**src/rtl/feature_window_scheduler.sv**
```systemverilog
// feature_window_scheduler
//   Sequences the coefficient-pair window buffer feeding the NN classifier. Upstream pairs
//   are gated into the buffer while filling (or sliding by one hop). The window is then held
//   frozen while the buffer settles and the NN runs. A one-cycle nn_start is issued once the
//   window has settled.
//
// Ports
//   clk, rst_n             clock, synchronous active-low reset
//   flush                  restart: discard window, back to FILL
//   in_valid/in_data1/2    upstream pair (cannot stall)
//   in_ready               pair will be accepted this cycle
//   fifo_valid/data1/2     registered write into the window buffer
//   fifo_clr               one-cycle buffer clear
//   nn_start / nn_done     inference handshake
//   window_busy            window frozen (SETTLE/START/BUSY)
//   timeout_err            one-cycle pulse when nn_done never arrives
//   infer_cnt / drop_cnt   inferences started (wraps) / pairs lost (saturates)
module feature_window_scheduler #(
    parameter int unsigned NN_DATA_WIDTH  = 16,
    parameter int unsigned NN_ARRAY_WIDTH = 26,
    parameter int unsigned HOP_PAIRS      = 13,
    parameter int unsigned SETTLE_CYC     = 2,
    parameter int unsigned NN_TIMEOUT     = 4096
) (
    input  logic                     clk,
    input  logic                     rst_n,
    input  logic                     flush,
    input  logic                     in_valid,
    input  logic [NN_DATA_WIDTH-1:0] in_data1,
    input  logic [NN_DATA_WIDTH-1:0] in_data2,
    output logic                     in_ready,
    output logic                     fifo_valid,
    output logic [NN_DATA_WIDTH-1:0] fifo_data1,
    output logic [NN_DATA_WIDTH-1:0] fifo_data2,
    output logic                     fifo_clr,
    output logic                     nn_start,
    input  logic                     nn_done,
    output logic                     window_busy,
    output logic                     timeout_err,
    output logic [15:0]              infer_cnt,
    output logic [15:0]              drop_cnt
);

    localparam int unsigned FILL_PAIRS = NN_ARRAY_WIDTH / 2;
    localparam int unsigned PAIR_W     = $clog2(FILL_PAIRS + 1);
    localparam int unsigned SET_W      = $clog2(SETTLE_CYC + 1);
    localparam int unsigned TO_W       = $clog2(NN_TIMEOUT + 1);

    typedef enum logic [2:0] {StFill, StSettle, StStart, StBusy, StSlide} state_e;

    state_e            state_q;
    logic [PAIR_W-1:0] pair_cnt_q;
    logic [SET_W-1:0]  settle_cnt_q;
    logic [TO_W-1:0]   timeout_cnt_q;

    logic accept;
    logic drop;
    logic pair_last;

    // A pair arriving in a flush cycle is discarded silently (neither written nor counted).
    assign accept    = in_valid && in_ready && !flush;
    assign drop      = in_valid && !in_ready && !flush;
    assign pair_last = (state_q == StFill) ? (pair_cnt_q == PAIR_W'(FILL_PAIRS - 1))
                                           : (pair_cnt_q == PAIR_W'(HOP_PAIRS - 1));

    assign window_busy = (state_q == StSettle) || (state_q == StStart) || (state_q == StBusy);

    // in_ready is kept as its own register so it reads 0 in the cycle right after reset.
    always_ff @(posedge clk) begin
        if (!rst_n) begin
            state_q       <= StFill;
            pair_cnt_q    <= '0;
            settle_cnt_q  <= '0;
            timeout_cnt_q <= '0;
            in_ready      <= 1'b0;
            fifo_valid    <= 1'b0;
            fifo_data1    <= '0;
            fifo_data2    <= '0;
            fifo_clr      <= 1'b1;
            nn_start      <= 1'b0;
            timeout_err   <= 1'b0;
            infer_cnt     <= '0;
            drop_cnt      <= '0;
        end else begin
            fifo_clr    <= 1'b0;
            nn_start    <= 1'b0;
            timeout_err <= 1'b0;
            fifo_valid  <= accept;
            if (accept) begin
                fifo_data1 <= in_data1;
                fifo_data2 <= in_data2;
            end
            if (drop && (drop_cnt != 16'hFFFF)) begin
                drop_cnt <= drop_cnt + 16'd1;
            end

            if (flush) begin
                state_q       <= StFill;
                in_ready      <= 1'b1;
                fifo_clr      <= 1'b1;
                pair_cnt_q    <= '0;
                settle_cnt_q  <= '0;
                timeout_cnt_q <= '0;
            end else begin
                case (state_q)
                    StFill, StSlide: begin
                        in_ready <= 1'b1;
                        if (accept) begin
                            if (pair_last) begin
                                // Transition on the edge that takes the final pair.
                                state_q      <= StSettle;
                                in_ready     <= 1'b0;
                                pair_cnt_q   <= '0;
                                settle_cnt_q <= '0;
                            end else begin
                                pair_cnt_q <= pair_cnt_q + 1'b1;
                            end
                        end
                    end
                    StSettle: begin
                        if (settle_cnt_q == SET_W'(SETTLE_CYC - 1)) begin
                            state_q   <= StStart;
                            nn_start  <= 1'b1;
                            infer_cnt <= infer_cnt + 16'd1;
                        end else begin
                            settle_cnt_q <= settle_cnt_q + 1'b1;
                        end
                    end
                    StStart: begin
                        state_q       <= StBusy;
                        timeout_cnt_q <= '0;
                    end
                    StBusy: begin
                        // nn_done wins over a coincident terminal count.
                        if (nn_done) begin
                            state_q  <= StSlide;
                            in_ready <= 1'b1;
                        end else if (timeout_cnt_q == TO_W'(NN_TIMEOUT - 1)) begin
                            state_q     <= StSlide;
                            in_ready    <= 1'b1;
                            timeout_err <= 1'b1;
                        end else begin
                            timeout_cnt_q <= timeout_cnt_q + 1'b1;
                        end
                    end
                    default: begin
                        state_q  <= StFill;
                        in_ready <= 1'b1;
                    end
                endcase
            end
        end
    end

endmodule

```
**config.mk**
```make
export PLATFORM = sky130hd
export DESIGN_NAME = feature_window_scheduler
export DESIGN_NICKNAME = d
export VERILOG_FILES = /design/src/rtl/feature_window_scheduler.sv
export SDC_FILE = /design/constraint.sdc
export NUM_CORES = 1
export LEC_CHECK = 0
export ABC_AREA = 1
export CORE_ASPECT_RATIO = 1.1
export CORE_MARGIN = 5
export CORE_UTILIZATION = 53
export CTS_BUF_LIST = sky130_fd_sc_hd__clkbuf_16
export DETAILED_ROUTE_END_ITERATION = 10
export GPL_TIMING_DRIVEN = 0
export PLACE_DENSITY = 0.86
export SLEW_MARGIN = 25
export SYNTH_ARGS = -nofsm -noshare
export SYNTH_HDL_FRONTEND = slang
export SYNTH_SLANG_ARGS = --single-unit
```
**constraint.sdc**
```tcl
create_clock -name clk -period 3.3 [get_ports clk]
set_input_delay 0.66 -clock clk [delete_from_list [all_inputs] [get_ports clk]]
set_output_delay 0.66 -clock clk [all_outputs]
set_load 0.02 [all_outputs]
```
==> flow_metrics.env, run 1 <==
export IMPL_run_status="completed"
export IMPL_path_clk_slew_ns=0.07
export IMPL_worstPathMaxFanout=7
export IMPL_routedWlPerCell_um=13.4
export IMPL_fin_tns_setup_ns=0
export IMPL_fin_hold_ws_ns=0.440
export IMPL_dieHeight_um=104
export IMPL_ctsResizeCount=0
export IMPL_syn_avg_cell_area_um2=6.85
export IMPL_layout_drive_gt1_share_pct=7.06
export IMPL_min_from="timeout_cnt_q[12]"
export IMPL_synthesis_area_um2=4220
export IMPL_synth_cells=615
export IMPL_r2r_cells=9
export IMPL_viasPerCell=5.21
export IMPL_synthTopCellsByArea="dfxtp_1 43%, nor2_1 12%, nand2_1 12%"
export IMPL_whs_path_depth=2
export IMPL_fin_crit_ns=2.37
export IMPL_worst_ir_drop_vdd_mv=0.395
export IMPL_fin_skew_ns=0.0111
export IMPL_antenna_cells=0
export IMPL_htreeDepth=3
export IMPL_numCtsBuffers=9
export IMPL_nets=775
export IMPL_worst_endpoint_arrival_ns=1.71
export IMPL_ys_seq_area_share_pct=43.2
export IMPL_crit_type="reg -> out"
export IMPL_grt_usage_pct=23.9
export IMPL_seqPwrFrac_pct=47.6
export IMPL_rsz0062_at_grt="false"
export IMPL_path_cells="nor2_2 > nor2_1 > clkdlybuf4s50_1"
export IMPL_leakage_nw=2.14
export IMPL_coreArea_um2=7830
export IMPL_areaGrowthSynthToFinish_pct=35.5
export IMPL_grt_pass1_vias=4230
export IMPL_worstSkewPairLatency_ns=0.34
export IMPL_antenna_left=0
export IMPL_crit_path_start_kind="flop"
export IMPL_period_share_pct=72.0
export IMPL_postCtsSetupRepairBufs=0
export IMPL_drc=0
export IMPL_synth_cell_types=30
export IMPL_num_rows=34
export IMPL_r2r_slack_ns=1.59
export IMPL_hp_class="reg -> reg"
export IMPL_synth_enable_flop_cells=0
export IMPL_timing_fmax_mhz=421
export IMPL_synth_fp_nets=658
export IMPL_setup_viol=0
export IMPL_synth_largest_area_cell="dfxtp_1"
export IMPL_power_density_nw_per_um2=417
export IMPL_dp_hpwl_um=8440
export IMPL_slowest_stage="clkdlybuf4s50_1"
export IMPL_synth_seq_cells=91
export IMPL_root_buffer="clkbuf_16"
export IMPL_cpLargestDelayFamily="buffers and inverters"
export IMPL_start_util_pct=53.9
export IMPL_die_x_um=95.0
export IMPL_wirelength_um=11400
export IMPL_cts_buffer_depth=2
export IMPL_ys_warn_count=0
export IMPL_portBuffers=106
export IMPL_cp_required_ns=2.64
export IMPL_vias=4405
export IMPL_drt_iter0_markers=233
export IMPL_drtPass1Iterations=5
export IMPL_async_flop_share_pct=0
export IMPL_p_sw_share_pct=23.8
export IMPL_intPower_mw=1.81
export IMPL_synth_common_cells="138 x nor2_1, 133 x nand2_1, 91 x dfxtp_1"
export IMPL_yosys_area_top_type_share_pct=43.2
export IMPL_grt_first_pass_wirelength_um=19100
export IMPL_num_io_pins=107
export IMPL_rr_endpoint="drop_cnt[10]"
export IMPL_synth_ff_type="dfxtp_1"
export IMPL_report_final_slew_viol_count=0
export IMPL_grt_start_max_net_pins=17
export IMPL_cts_sinks=91
export IMPL_endpoint_kind="output port"
export IMPL_combPwrFrac_pct=8.8
export IMPL_overflow=0
export IMPL_cts_hold_buf=0
export IMPL_whs_endpoint="timeout_cnt_q[12]"
export IMPL_fillCellCount=611
export IMPL_power_switching_uw=568
export IMPL_max_stage_delay_ns=0.62
export IMPL_cts_tree="done"
export IMPL_routabilityCongestion=0.877
export IMPL_die_area_um2=9840
export IMPL_hold_viol_final=0
export IMPL_antenna_found_initial=0
export IMPL_worstMarginPinSlew_ns=0.516
export IMPL_pwr_share_clk_pct=43.6
export IMPL_rr_startpoint="drop_cnt[0]"
export IMPL_max_cap_viol_count=0
export IMPL_maxSlewHeadroom_pct=65.6
export IMPL_synth_most_common_cell="nor2_1"
export IMPL_path_buf_inv=1
-- worst max path at each step --
stage	startpoint	end	slack, ns	cells after the start
final	state_q[0]	window_busy	0.93	3
after detailed placement	rst_n	fifo_data1[11]	0.93	5
after global routing	state_q[0]	window_busy	0.85	3
after CTS	state_q[0]	window_busy	0.92	3
after global placement	rst_n	fifo_data1[15]	0.99	5
after floorplan	drop_cnt[0]	drop_cnt[9]	1.70	11
-- area by class of cell --
| type | instances | area [um^2] | share of cell area [%] |
|---|---|---|---|
| flip-flops and latches | 91 | 1820 | 31.9 |
| plain buffers | 16 | 71.3 | 1.25 |
| repair buffers | 106 | 1060 | 18.6 |
| well taps | 108 | 135 | 2.37 |
| multi-input cells | 446 | 2090 | 36.6 |
| clock buffers | 9 | 225 | 3.94 |
| inverters | 62 | 233 | 4.07 |
| clock inverters | 7 | 76.3 | 1.34 |
-- worst min-delay path: stages (launching register included) --
cell     delay [ns]
dfxtp_1        0.30
inv_1          0.06
a21oi_1        0.04
-- logic make-up after synthesis --
family	after synthesis	share of synthesized area, %
and+or+nand+nor	344	34.8
DFF	91	43.2
AOI/OAI and AO/OA	86	10.9
buffers and inverters	78	7.21
xor gates and xnor gates	10	2.08
adders and majority gates	6	1.78
-- cells in the final DEF, fill, tap and decap left out, types with 3 or more instances in the layout --
cell type / n
buf_2: 3
nor2_1: 138
clkbuf_1: 10
nor2_4: 4
clkbuf_16: 9
clkdlybuf4s50_1: 106
nand2_2: 5
o21ai_0: 34
nand3_2: 4
nor3_1: 8
nand2_1: 133
ha_1: 6
xor2_1: 8
nor2_2: 5
nand3_1: 32
clkinv_1: 3
inv_2: 12
a21oi_1: 29
inv_1: 48
dfxtp_1: 91
o21ai_1: 12
o21bai_1: 5
nand4_1: 13
-- power groups by stage --
stage	logic, mW	clock network, mW	registers [mW]
2_1_floorplan	0.0665	0	1.19
3_3_place_gp	0.203	0	1.16
3_5_place_dp	0.209	0	1.16
4_1_cts	0.210	1.05	1.13
5_1_grt	0.226	1.10	1.14
6_report	0.209	1.04	1.13
-- flip-flops by register name, summed over array words and instances (netlist names) --
register / cells
timeout_err: 1
drop_cnt: 16
timeout_cnt_q: 13
infer_cnt: 16
fifo_data1: 16
state_q: 3
nn_start: 1
in_ready: 1
pair_cnt_q: 4
fifo_clr: 1
fifo_valid: 1
fifo_data2: 16
settle_cnt_q: 2
-- routing by layer --
metal  routed length [um]  track usage (%)  share of wire, %  vias to the layer above
met4                  256             7.53               2.3                        0
met1                 4400             27.3                39                     2028
li1                     -                -                 -                     2192
met5                    0                0                 0                        -
met3                  687             5.44               6.0                       26
met2                 6020             43.0                53                      159
-- stage by stage --
| stage | util (%) | instances | cell area, um^2 | total power, mW | setup slack [ns] |
|---|---|---|---|---|---|
| 6_report | 73.0 | 845 | 5710 | 2.38 | 0.925 |
| 5_1_grt | 73.0 | 845 | 5710 | 2.47 | 0.845 |
| 4_1_cts | 73.0 | 845 | 5710 | 2.39 | 0.915 |
| 3_5_place_dp | 69.1 | 829 | 5410 | 1.37 | 0.928 |
| 3_3_place_gp | 69.1 | 829 | 5410 | 1.36 | 0.990 |
| 2_1_floorplan | - | 615 | 4220 | 1.25 | 1.70 |
(Power assumes the default switching activity.)
==> run 2: changes to the inputs <==
- CORE_UTILIZATION: 53 -> 49
- PLACE_DENSITY: 0.86 -> 0.81
- clock period: 3.3 -> 2.2 ns (I/O delays scaled with it)
==> flow_metrics.env, run 2 (same netlist as run 1, synthesis figures left out) <==
export IMPL_final_common_cell="nor2_1"
export IMPL_period_share_pct=96.5
export IMPL_drc=0
export IMPL_path_cells="nor2_2 > nor2_1 > clkdlybuf4s50_1"
export IMPL_report_final_slew_viol_count=0
export IMPL_num_io_pins=107
export IMPL_cts_tree="done"
export IMPL_htreeDepth=3
export IMPL_coreArea_um2=8410
export IMPL_r2r_cells=9
export IMPL_crit_path_start_kind="flop"
export IMPL_path_clk_slew_ns=0.06
export IMPL_areaGrowthSynthToFinish_pct=36.0
export IMPL_routabilityCongestion=0.877
export IMPL_grt_pass1_vias=4073
export IMPL_postCtsSetupRepairBufs=0
export IMPL_antenna_left=0
export IMPL_max_cap_viol_count=0
export IMPL_endpoint_kind="output port"
export IMPL_most_common_layout_cells="138 x nor2_1, 133 x nand2_1, 106 x clkdlybuf4s50_1, 90 x dfxtp_1, 48 x inv_1"
export IMPL_whs_path_depth=2
export IMPL_antenna_cells=0
export IMPL_num_rows=35
export IMPL_cts_sinks=91
export IMPL_grt_usage_pct=21.5
export IMPL_antenna_found_initial=0
export IMPL_grt_first_pass_wirelength_um=18700
export IMPL_numCtsBuffers=9
export IMPL_final_util_pct=68.2
export IMPL_crit_type="reg -> out"
export IMPL_total_power_mw=3.65
export IMPL_timing_fmax_mhz=471
export IMPL_die_x_um=98.4
export IMPL_cp_required_ns=1.76
export IMPL_maxSlewHeadroom_pct=67.5
export IMPL_slowest_stage="clkdlybuf4s50_1"
export IMPL_fin_crit_ns=2.12
export IMPL_overflow=0
export IMPL_drt_iter0_markers=205
export IMPL_power_density_nw_per_um2=636
export IMPL_cts_buffer_depth=2
export IMPL_worstMarginPinSlew_ns=0.488
export IMPL_r2r_slack_ns=0.52
export IMPL_hp_class="reg -> reg"
export IMPL_rsz0062_at_grt="false"
export IMPL_portBuffers=106
export IMPL_drtPass1Iterations=5
export IMPL_nets=775
export IMPL_start_util_pct=50.1
export IMPL_root_buffer="clkbuf_16"
export IMPL_fin_tns_setup_ns=0
export IMPL_wirelength_um=11200
export IMPL_fin_hold_ws_ns=0.439
export IMPL_max_stage_delay_ns=0.63
export IMPL_run_status="completed"
export IMPL_layout_drive_gt1_share_pct=7.06
export IMPL_setup_viol=0
export IMPL_die_area_um2=10600
export IMPL_dieHeight_um=107
export IMPL_grt_start_max_net_pins=16
export IMPL_worstPathMaxFanout=6
export IMPL_routedWlPerCell_um=13.2
export IMPL_worst_ir_drop_vdd_mv=0.442
export IMPL_place_inst=832
export IMPL_fin_skew_ns=0.00971
export IMPL_hold_viol_final=0
export IMPL_worstSkewPairLatency_ns=0.33
export IMPL_vias=4301
export IMPL_worst_endpoint_arrival_ns=1.68
export IMPL_dp_hpwl_um=8440
export IMPL_leakage_nw=2.15
export IMPL_viasPerCell=5.07
export IMPL_fin_cells=848
==> run 2: cell types whose count changed in the layout (fill, tap and decap cells not counted) <==
cell / previous run / this run
dfxtp_2: 0 / 1
clkinv_4: 2 / 1
clkinv_1: 3 / 4
dfxtp_1: 91 / 90
bufinv_16: 1 / 2
inv_6: 2 / 1
==> run 2: worst paths after layout <==
path / startpoint / end
min reg2reg: timeout_cnt_q[12] / timeout_cnt_q[12]
max: state_q[1] / window_busy
max reg2reg: drop_cnt[0] / drop_cnt[1]
min: timeout_cnt_q[12] / timeout_cnt_q[12]
==> run 2: repair_timing <==
action / 4_1_cts / 5_1_grt
gates resized for setup: 0 / 1
hold buffers: 0 / 0
endpoints found under the setup margin: 0 / 1
==> run 2: critical path, delay by kind of cell, from the launching register on <==
| kind | cells | cell delay [ns] |
|---|---|---|
| buffers and inverters | 1 | 0.63 |
| flip-flops | 1 | 0.46 |
| AND/OR/NAND/NOR | 2 | 0.26 |
==> run 2: through the flow <==
| step | instance area (um^2) | worst slack, ns |
|---|---|---|
| 6_report | 5730 | 0.0774 |
| 5_1_grt | 5730 | 0.00146 |
| 4_1_cts | 5730 | 0.0186 |
| 3_5_place_dp | 5420 | 0.0696 |
| 3_3_place_gp | 5420 | 0.0686 |
| 2_1_floorplan | 4220 | 0.599 |
==> run 2: routing by layer <==
metal	GRT usage, %	wire (um)
met5	0	0
met4	8.10	291
met3	4.80	520
met2	37.7	5690
met1	25.6	4730
==> run 2: area by class of cell <==
| cell class | instances | area, um^2 |
|---|---|---|
| flip-flops and latches | 91 | 1820 |
| multi-input cells | 446 | 2090 |
| plain buffers | 16 | 71.3 |
| inverters | 62 | 233 |
| repair buffers | 106 | 1060 |
| clock buffers | 9 | 225 |
| clock inverters | 7 | 92.6 |
| well taps | 111 | 139 |
| fillers | 697 | 2670 |
==> run 2: power by group <==
| group | total [mW] | internal [mW] | switching, mW | leakage (nW) |
|---|---|---|---|---|
| Sequential | 1.70 | 1.68 | 0.0200 | 0.738 |
| Clock | 1.64 | 0.994 | 0.643 | 0.155 |
| Combinational | 0.310 | 0.151 | 0.159 | 1.26 |
| Total | 3.65 | 2.83 | 0.822 | 2.15 |
